**config.mk**
```make
export PLATFORM = sky130hd
export DESIGN_NAME = wall_depth_controller
export DESIGN_NICKNAME = d
export VERILOG_FILES = /design/src/rtl/wall_depth_controller.sv
export SDC_FILE = /design/constraint.sdc
export NUM_CORES = 1
export LEC_CHECK = 0
export ABC_AREA = 0
export BUFFER_PORTS_ARGS = -buffer_cell sky130_fd_sc_hd__buf_2
export CAP_MARGIN = 20
export CELL_PAD_IN_SITES_DETAIL_PLACEMENT = 0
export CELL_PAD_IN_SITES_GLOBAL_PLACEMENT = 1
export CORE_ASPECT_RATIO = 1.2
export CORE_MARGIN = 1
export CORE_UTILIZATION = 42
export CTS_CLUSTER_DIAMETER = 60
export DETAILED_ROUTE_END_ITERATION = 10
export GPL_TIMING_DRIVEN = 0
export PLACE_DENSITY_LB_ADDON = 0.1
export SLEW_MARGIN = 20
export SYNTH_ARGS = -nofsm -noshare
export SYNTH_HDL_FRONTEND = slang
export SYNTH_SLANG_ARGS = --single-unit
```
**constraint.sdc**
```tcl
create_clock -name clk_in -period 4 [get_ports clk_in]
set_input_delay 0.2 -clock clk_in [delete_from_list [all_inputs] [get_ports clk_in]]
set_output_delay 0.2 -clock clk_in [all_outputs]
set_load 0.01 [all_outputs]
```
**src/rtl/wall_depth_controller.sv**
```systemverilog
// wall_depth_controller: paces a wall toward the player one unit per FRAMES_PER_STEP frames, then judges the player's depth.
// Ports: clk_in clock; rst_in sync active-low reset; start_in begins a round; new_frame_in frame pulse;
//   player_depth_in raw depth; wall_depth_out / player_depth_out sprite depths; busy_out round active;
//   result_valid_out verdict pulse; pass_out last verdict.
// Build option: define WALL_DEPTH_SMOOTH_EN to average the last 4 frame samples of player depth.
module wall_depth_controller #(
  parameter int unsigned GOAL_DEPTH       = 60,
  parameter int unsigned GOAL_DEPTH_DELTA = 10,
  parameter int unsigned MAX_WALL_DEPTH   = 75,
  parameter int unsigned FRAMES_PER_STEP  = 4
) (
  input  logic       clk_in,
  input  logic       rst_in,
  input  logic       start_in,
  input  logic       new_frame_in,
  input  logic [7:0] player_depth_in,
  output logic [7:0] wall_depth_out,
  output logic [7:0] player_depth_out,
  output logic       busy_out,
  output logic       result_valid_out,
  output logic       pass_out
);
  typedef enum logic [1:0] {IDLE, MOVING, JUDGE, DONE} state_t;
  localparam logic [8:0] GOAL9  = 9'(GOAL_DEPTH);
  localparam logic [8:0] DELTA9 = 9'(GOAL_DEPTH_DELTA);
  localparam logic [8:0] HI9    = 9'(GOAL_DEPTH + GOAL_DEPTH_DELTA);
  localparam logic [7:0] MAX8   = 8'(MAX_WALL_DEPTH);
  localparam logic [7:0] LAST8  = 8'(FRAMES_PER_STEP - 1);
  state_t     state_q, state_d;
  logic [7:0] wall_q, wall_d, cnt_q, cnt_d, player_q, player_d;
  logic       pass_q, pass_d, valid_q, valid_d, busy_q, busy_d;
  logic       in_window;
  // Lower bound is tested as player+delta >= goal so a goal below delta never wraps.
  assign in_window = ({1'b0, player_q} + DELTA9 >= GOAL9) && ({1'b0, player_q} <= HI9);
  always_comb begin
    state_d = state_q;
    wall_d  = wall_q;
    cnt_d   = cnt_q;
    pass_d  = pass_q;
    case (state_q)
      IDLE: if (start_in) begin
        state_d = MOVING;
        wall_d  = '0;
        cnt_d   = '0;
        pass_d  = 1'b0;
      end
      MOVING: if (wall_q >= MAX8) state_d = JUDGE;
        else if (new_frame_in) begin
          cnt_d  = (cnt_q == LAST8) ? 8'd0 : cnt_q + 8'd1;
          wall_d = (cnt_q == LAST8) ? wall_q + 8'd1 : wall_q;
        end
      JUDGE: begin
        pass_d  = in_window;
        state_d = DONE;
      end
      default: state_d = IDLE;
    endcase
    valid_d = (state_d == DONE);
    busy_d  = (state_d != IDLE);
  end
`ifdef WALL_DEPTH_SMOOTH_EN
  logic [2:0][7:0] hist_q, hist_d;
  logic [9:0]      sum;
  always_comb begin
    sum      = 10'(player_depth_in) + 10'(hist_q[0]) + 10'(hist_q[1]) + 10'(hist_q[2]);
    hist_d   = new_frame_in ? {hist_q[1:0], player_depth_in} : hist_q;
    player_d = new_frame_in ? sum[9:2] : player_q;
  end
  always_ff @(posedge clk_in) hist_q <= !rst_in ? '0 : hist_d;
`else
  always_comb player_d = new_frame_in ? player_depth_in : player_q;
`endif
  always_ff @(posedge clk_in) begin
    if (!rst_in) begin
      state_q  <= IDLE;
      wall_q   <= '0;
      cnt_q    <= '0;
      player_q <= '0;
      pass_q   <= 1'b0;
      valid_q  <= 1'b0;
      busy_q   <= 1'b0;
    end else begin
      state_q  <= state_d;
      wall_q   <= wall_d;
      cnt_q    <= cnt_d;
      player_q <= player_d;
      pass_q   <= pass_d;
      valid_q  <= valid_d;
      busy_q   <= busy_d;
    end
  end
  assign wall_depth_out   = wall_q;
  assign player_depth_out = player_q;
  assign busy_out         = busy_q;
  assign result_valid_out = valid_q;
  assign pass_out         = pass_q;
endmodule

```
### Yosys cells after proc, flatten, opt, wreduce, memory -nomap -nowiden

Cells that the tools add are included.

* $lt $le $gt $ge: 3
* equality and inequality tests: 8
* multiplexer cells: 14
* reduce and logical (&&, ||, !) cells: 8
* add/subtract/negate cells: 3

Operators by type and width (number)
* 8-bit two-way mux: 7
* 8-bit case mux with 2 select lines: 2
* 8-bit by 1-bit adder with 8-bit output, second input constant: 2
* 8-bit by 4-bit adder with 9-bit output, second input constant: 1
* 9-bit by 6-bit >= comparator with 1-bit output, second input constant: 1
* 8-bit by 2-bit == test with 1-bit output, second input constant: 1
* 8-bit by 7-bit >= comparator with 1-bit output, second input constant: 1
* 8-bit by 7-bit <= comparator with 1-bit output, second input constant: 1
* 2-bit inequality test, second input constant: 4
* 2-bit case mux with 3 select lines: 1
* 2-bit nonzero test: 3
* 5-bit AND reduction: 1
* 2-bit == test, second input constant: 2
* 2-bit two-way mux: 2
* 4-bit AND reduction: 1
* 2-bit by 1-bit == test with 1-bit output, second input constant: 1
* 2-bit zero test: 1
* 1-bit case mux with 2 select lines: 1
* 2-bit AND reduction: 1
* 1-bit logical AND: 1
* 1-bit two-way mux: 1

* input port bits: 12
* logic and storage cells: 43
* bits in registers: 29
* output and inout bits: 19

### Depth between registers and ports, before layout

* depth after elaboration: 5
* depth in mapped cells: 7
* gate-level depth less buffers: 6

### Least setup slack after synthesis

No wires, ideal clock.

* path type: reg2reg
* from: register wall_q[0], in the netlist wall_depth_out[0]
* to: register wall_q[7], in the netlist wall_depth_out[7]
* arrival time: 2.041 ns
* required time: 3.927 ns
* buffers on the path: 1
* slack: 1.886 ns
* stages on the path, launching flop included: 8
* clock period less this slack: 2.114 ns
* setup time: 0.073 ns
* cell sequence: dfxtp_1 -> ha_1 -> o211ai_1 -> a32oi_1 -> or3_1 -> buf_2 -> or4_1 -> a21oi_1

* word-level cells in the longest chain between the ends: 5
* elaborated cells between the ends (all ways): 8
* classes of those cells: add/sub: 1; order compare: 1; eq/ne: 1; mux: 4; reduce/logical: 1

RTL lines
* start, declared: line 30 `logic [7:0] wall_q, wall_d, cnt_q, cnt_d, player_q, player_d;`
* start signal, assigned: line 84 `wall_q <= wall_d;`
* 8-bit by 1-bit adder with 8-bit output: line 50 `wall_d = (cnt_q == LAST8) ? wall_q + 8'd1 : wall_q;`
* 8-bit two-way mux: line 50
* 8-bit two-way mux: line 48 `else if (new_frame_in) begin`
* 8-bit two-way mux: line 47 `MOVING: if (wall_q >= MAX8) state_d = JUDGE;`
* 8-bit case mux with 2 select lines: line 40 `case (state_q)`

Several ways; a longest one is shown, not always the timed one. The select of a mux whose other input is x is not followed.
A chain may end at the register's enable or synchronous reset.

### Worst setup path in the final report

Ends and elaborated chain as after synthesis.

==> summary.md <==
| Metric | Value |
|---|---|
| PwrDens | `381.4 mW/mm^2` |
| Crit-path max cell delay | `510 ps` |
| Input/output buffers | `29` |
| Reg-to-Reg Start | `wall_depth_out[0]` |
| TritonCTS buffer count | `5` |
| Post-Syn Instances | `151` |
| Via count | `1212` |
| Crit. path cell count | `7` |
| Hold Fails Final Rpt | `0` |
| CP Launch Type | `flip-flop` |
| Avg Cell Area, Syn | `8.899 um^2` |
| First-pass GRT wire length | `5092 um` |
| Reg power frac | `0.493` |
| Fill cells | `306` |
| Clock sink count | `29` |
| Initial core utilization | `0.4398` |
| Highest fanout seen on the critical path | `7` |
| R2R Setup Slk | `1700 ps` |
| Ports | `31` |
| Wire per inst | `13.26 um` |
| CTS tree | `built` |
| Outcome | `completed` |
| Clk slew on worst S/H paths | `100 ps` |
| Clock power share | `0.413` |
| Final core utilization | `0.5311` |
| Worst-path cell chain | `ha_1, o211ai_1, a32oi_1, or3_1, buf_2, or4_1, a21oi_1` |
| Syn Std Cell Area | `0.001344 mm^2` |
| H-tree Lvls | `2` |
| Comb pwr share | `0.095` |
| Critical path endpoint | `wall_depth_out[7]` |
| CP Class | `flip-flop to flip-flop` |
| Hold Buf Count CTS | `0` |
| Largest cells by area after synthesis | `dfxtp_1 43%, mux2i_1 6.7%, nor2_1 6.7%, xnor2_1 6.5%, a21oi_1 3.4%` |
| Drt total wl | `2971 um` |
| N_diodes | `0` |
| Worst R2R Path Depth | `7` |
| Die area | `0.003430 mm^2` |
| Sequential share of the synthesized area | `0.4320` |
| GPL Wtd Cong | `0.8040` |
| Clock Skews | `8.666 ps` |
| Unrepaired setup endpoints after global routing | `no` |
| Critical path's slowest cell | `or4_1` |
| Drt drc | `0` |
| Maximum VDD drop | `0.0002602 V` |
| Clock root buffer | `clkbuf_4` |
| GRT Overall Usage | `0.2061` |
| Synth area leader | `dfxtp_1` |
| Setup TNS | `0 ps` |
| Pin count of the biggest net entering global routing | `11` |
| Critical path origin | `wall_depth_out[0]` |
| Buf/Inv on CP | `1` |
| Reg area | `580.6 um^2` |
| CP Data Required Time | `4260 ps` |
| Share of cells above drive strength 1 | `0.2181` |
| Area of the multi-input gates | `716.9 um^2` |
| Initial antenna violation count | `0` |
| Syn. warnings | `0` |
| Net count, final | `202` |
| Net Sw Frac | `0.2412` |
| DIE WIDTH | `53.64 um` |
| Crit path arrival time | `2560 ps` |
| Syn nets | `166` |
| Internal | `0.4696 mW` |
| Reg2reg end | `wall_depth_out[7]` |
| Grt ovf | `0` |
| Die height | `63.96 um` |
| Min cycle time layout | `2297 ps` |
| Rel. slew slack | `0.5178` |
| F_max | `435.3 MHz` |
| DP Wirelength | `2168 um` |
| Clk buf depth | `2` |
| Worst Setup End Kind | `flip-flop` |
| Tightest Pin Transition | `715.8 ps` |
| Initial DRT Pass Iterations | `4` |
| CTS resizes | `0` |
| Final count of negative-setup-slack endpoints | `0` |
| Antenna-violating nets left | `0` |
| Clock Latency Late Sink | `330 ps` |
| Seq cells post-synth | `29` |
| Final hold slack | `93.23 ps` |
| HP Class | `input pin to flip-flop` |
| Total power | `0.6189 mW` |
| Cell variety after synth | `35` |
| Vias per cell | `5.411` |
| Max-Cap Viols | `0` |
| First DRT Iteration DRCs | `24` |
| CP top delay family | `simple AND/OR/NAND/NOR gates` |
| NetSw | `0.1493 mW` |
| Core ar. | `0.003055 mm^2` |
| Area share of the largest cell type after synthesis | `0.4320` |
| Pins Over Slew Limit | `0` |
| Leakage | `0.6602 nW` |
| Final cycle utilization of the critical path | `0.5743` |
| Post-CTS Setup Inserts | `0` |
| Area delta synth->final | `20.76%` |
| Core Rows | `22` |
| Vias in the first global route | `1210` |
-- placed cells by master, fill, tap and decap left out, types with 3 or more instances in the layout --
cell,netlist,layout
mux2i_1,9,9
xnor2_1,10,10
dfxtp_1,29,29
nor4_1,5,5
inv_1,4,4
nor3_1,4,4
nor2_1,24,24
nor4b_1,3,3
clkbuf_4,0,5
nand3_1,6,6
nand2_1,9,9
nand4_1,3,3
a21oi_1,9,9
buf_2,1,30
clkbuf_1,4,4
o21ai_0,5,5
ha_1,3,3
-- stage by stage --
stage / cells / setup WS [ps] / instance area [um^2]
floorplan: 151 / 1886 / 1344
global placement: 216 / 1779 / 1534
detailed placement: 216 / 1734 / 1534
CTS: 224 / 1695 / 1623
global route: 224 / 1533 / 1623
finish: 224 / 1703 / 1623
-- power groups by stage --
stage / registers, mW / clock network (mW) / logic [mW]
floorplan: 0.313 / 0 / 0.0362
global placement: 0.311 / 0 / 0.0570
detailed placement: 0.311 / 0 / 0.0591
CTS: 0.305 / 0.263 / 0.0591
global route: 0.306 / 0.275 / 0.0658
finish: 0.305 / 0.255 / 0.0586
-- cell type report --
cell class | instances | area share
Multi-Input combinational cell | 112 | 0.4418
Sequential cell | 29 | 0.3577
Timing Repair Buffer | 29 | 0.08944
Clock buffer | 6 | 0.03161
Tap cell | 36 | 0.02776
Clock inverter | 2 | 0.02313
Buffer | 6 | 0.01928
Inverter | 4 | 0.009252
-- worst min path at each step --
stage | depth (start not counted) | start | slack, ps | end
after floorplan | 2 | player_depth_in[0] | 350 | player_depth_out[0]
after global placement | 3 | player_depth_in[3] | 430 | player_depth_out[3]
after detailed placement | 3 | player_depth_in[1] | 440 | player_depth_out[1]
after CTS | 3 | player_depth_in[5] | 80 | player_depth_out[5]
after global routing | 3 | player_depth_in[1] | 90 | player_depth_out[1]
final | 3 | player_depth_in[2] | 90 | player_depth_out[2]
-- state kept, by name, indices dropped and copies added, names as in the netlist --
signal and flops:
busy_out 1, cnt_q 8, pass_out 1, player_depth_out 8, result_valid_out 1, state_q 2, wall_depth_out 8
-- worst reg2reg max path: cells and delay by family, from the launching register on --
| kind | cells | cell delay [ps] |
|---|---|---|
| AOI/OAI and AO/OA | 3 | 590 |
| DFF | 1 | 350 |
| adders and majority gates | 1 | 250 |
| buffers and inverters | 1 | 160 |
| and+or+nand+nor | 2 | 880 |
-- per-layer routing --
layer,share of wire,global-route usage,up-vias
li1,-,-,622
met1,0.44,0.2301,550
met2,0.50,0.3219,34
met3,0.039,0.05952,6
met4,0.020,0.1480,0
met5,0,0,-
-- kinds of logic after synthesis --
| group | share of synthesized area |
|---|---|
| AND/OR/NAND/NOR | 0.2589 |
| adder cells (fa/ha/maj) | 0.02794 |
| AO/OA/AOI/OAI | 0.1145 |
| XOR/XNOR | 0.06517 |
| buffers and inverters | 0.03444 |
| multiplexers | 0.06704 |
| flip-flops | 0.4320 |
-- cell usage after synthesis --
library cell and n:
ha_1 3, and4_1 1, nand4_1 3, and2_1 1
o31ai_1 1, nand4b_1 1, clkbuf_1 4, a21oi_1 9
buf_6 1, and3b_1 1, a22oi_1 1, a31oi_1 2
nor4b_1 3, o211ai_1 2, o21bai_1 1, nor3b_1 1
a211oi_1 1, o221ai_1 1, nor4b_4 1, inv_1 4
a32oi_1 2, nor2_1 24, xnor2_1 10, nand3_1 6
nor3_1 4, mux2i_1 9, or4_1 1, or3_2 1
nand2_1 9, o21ai_0 5, buf_2 1, dfxtp_1 29
or3_1 2, nand2b_1 1, nor4_1 5
(Power assumes the default switching activity.)
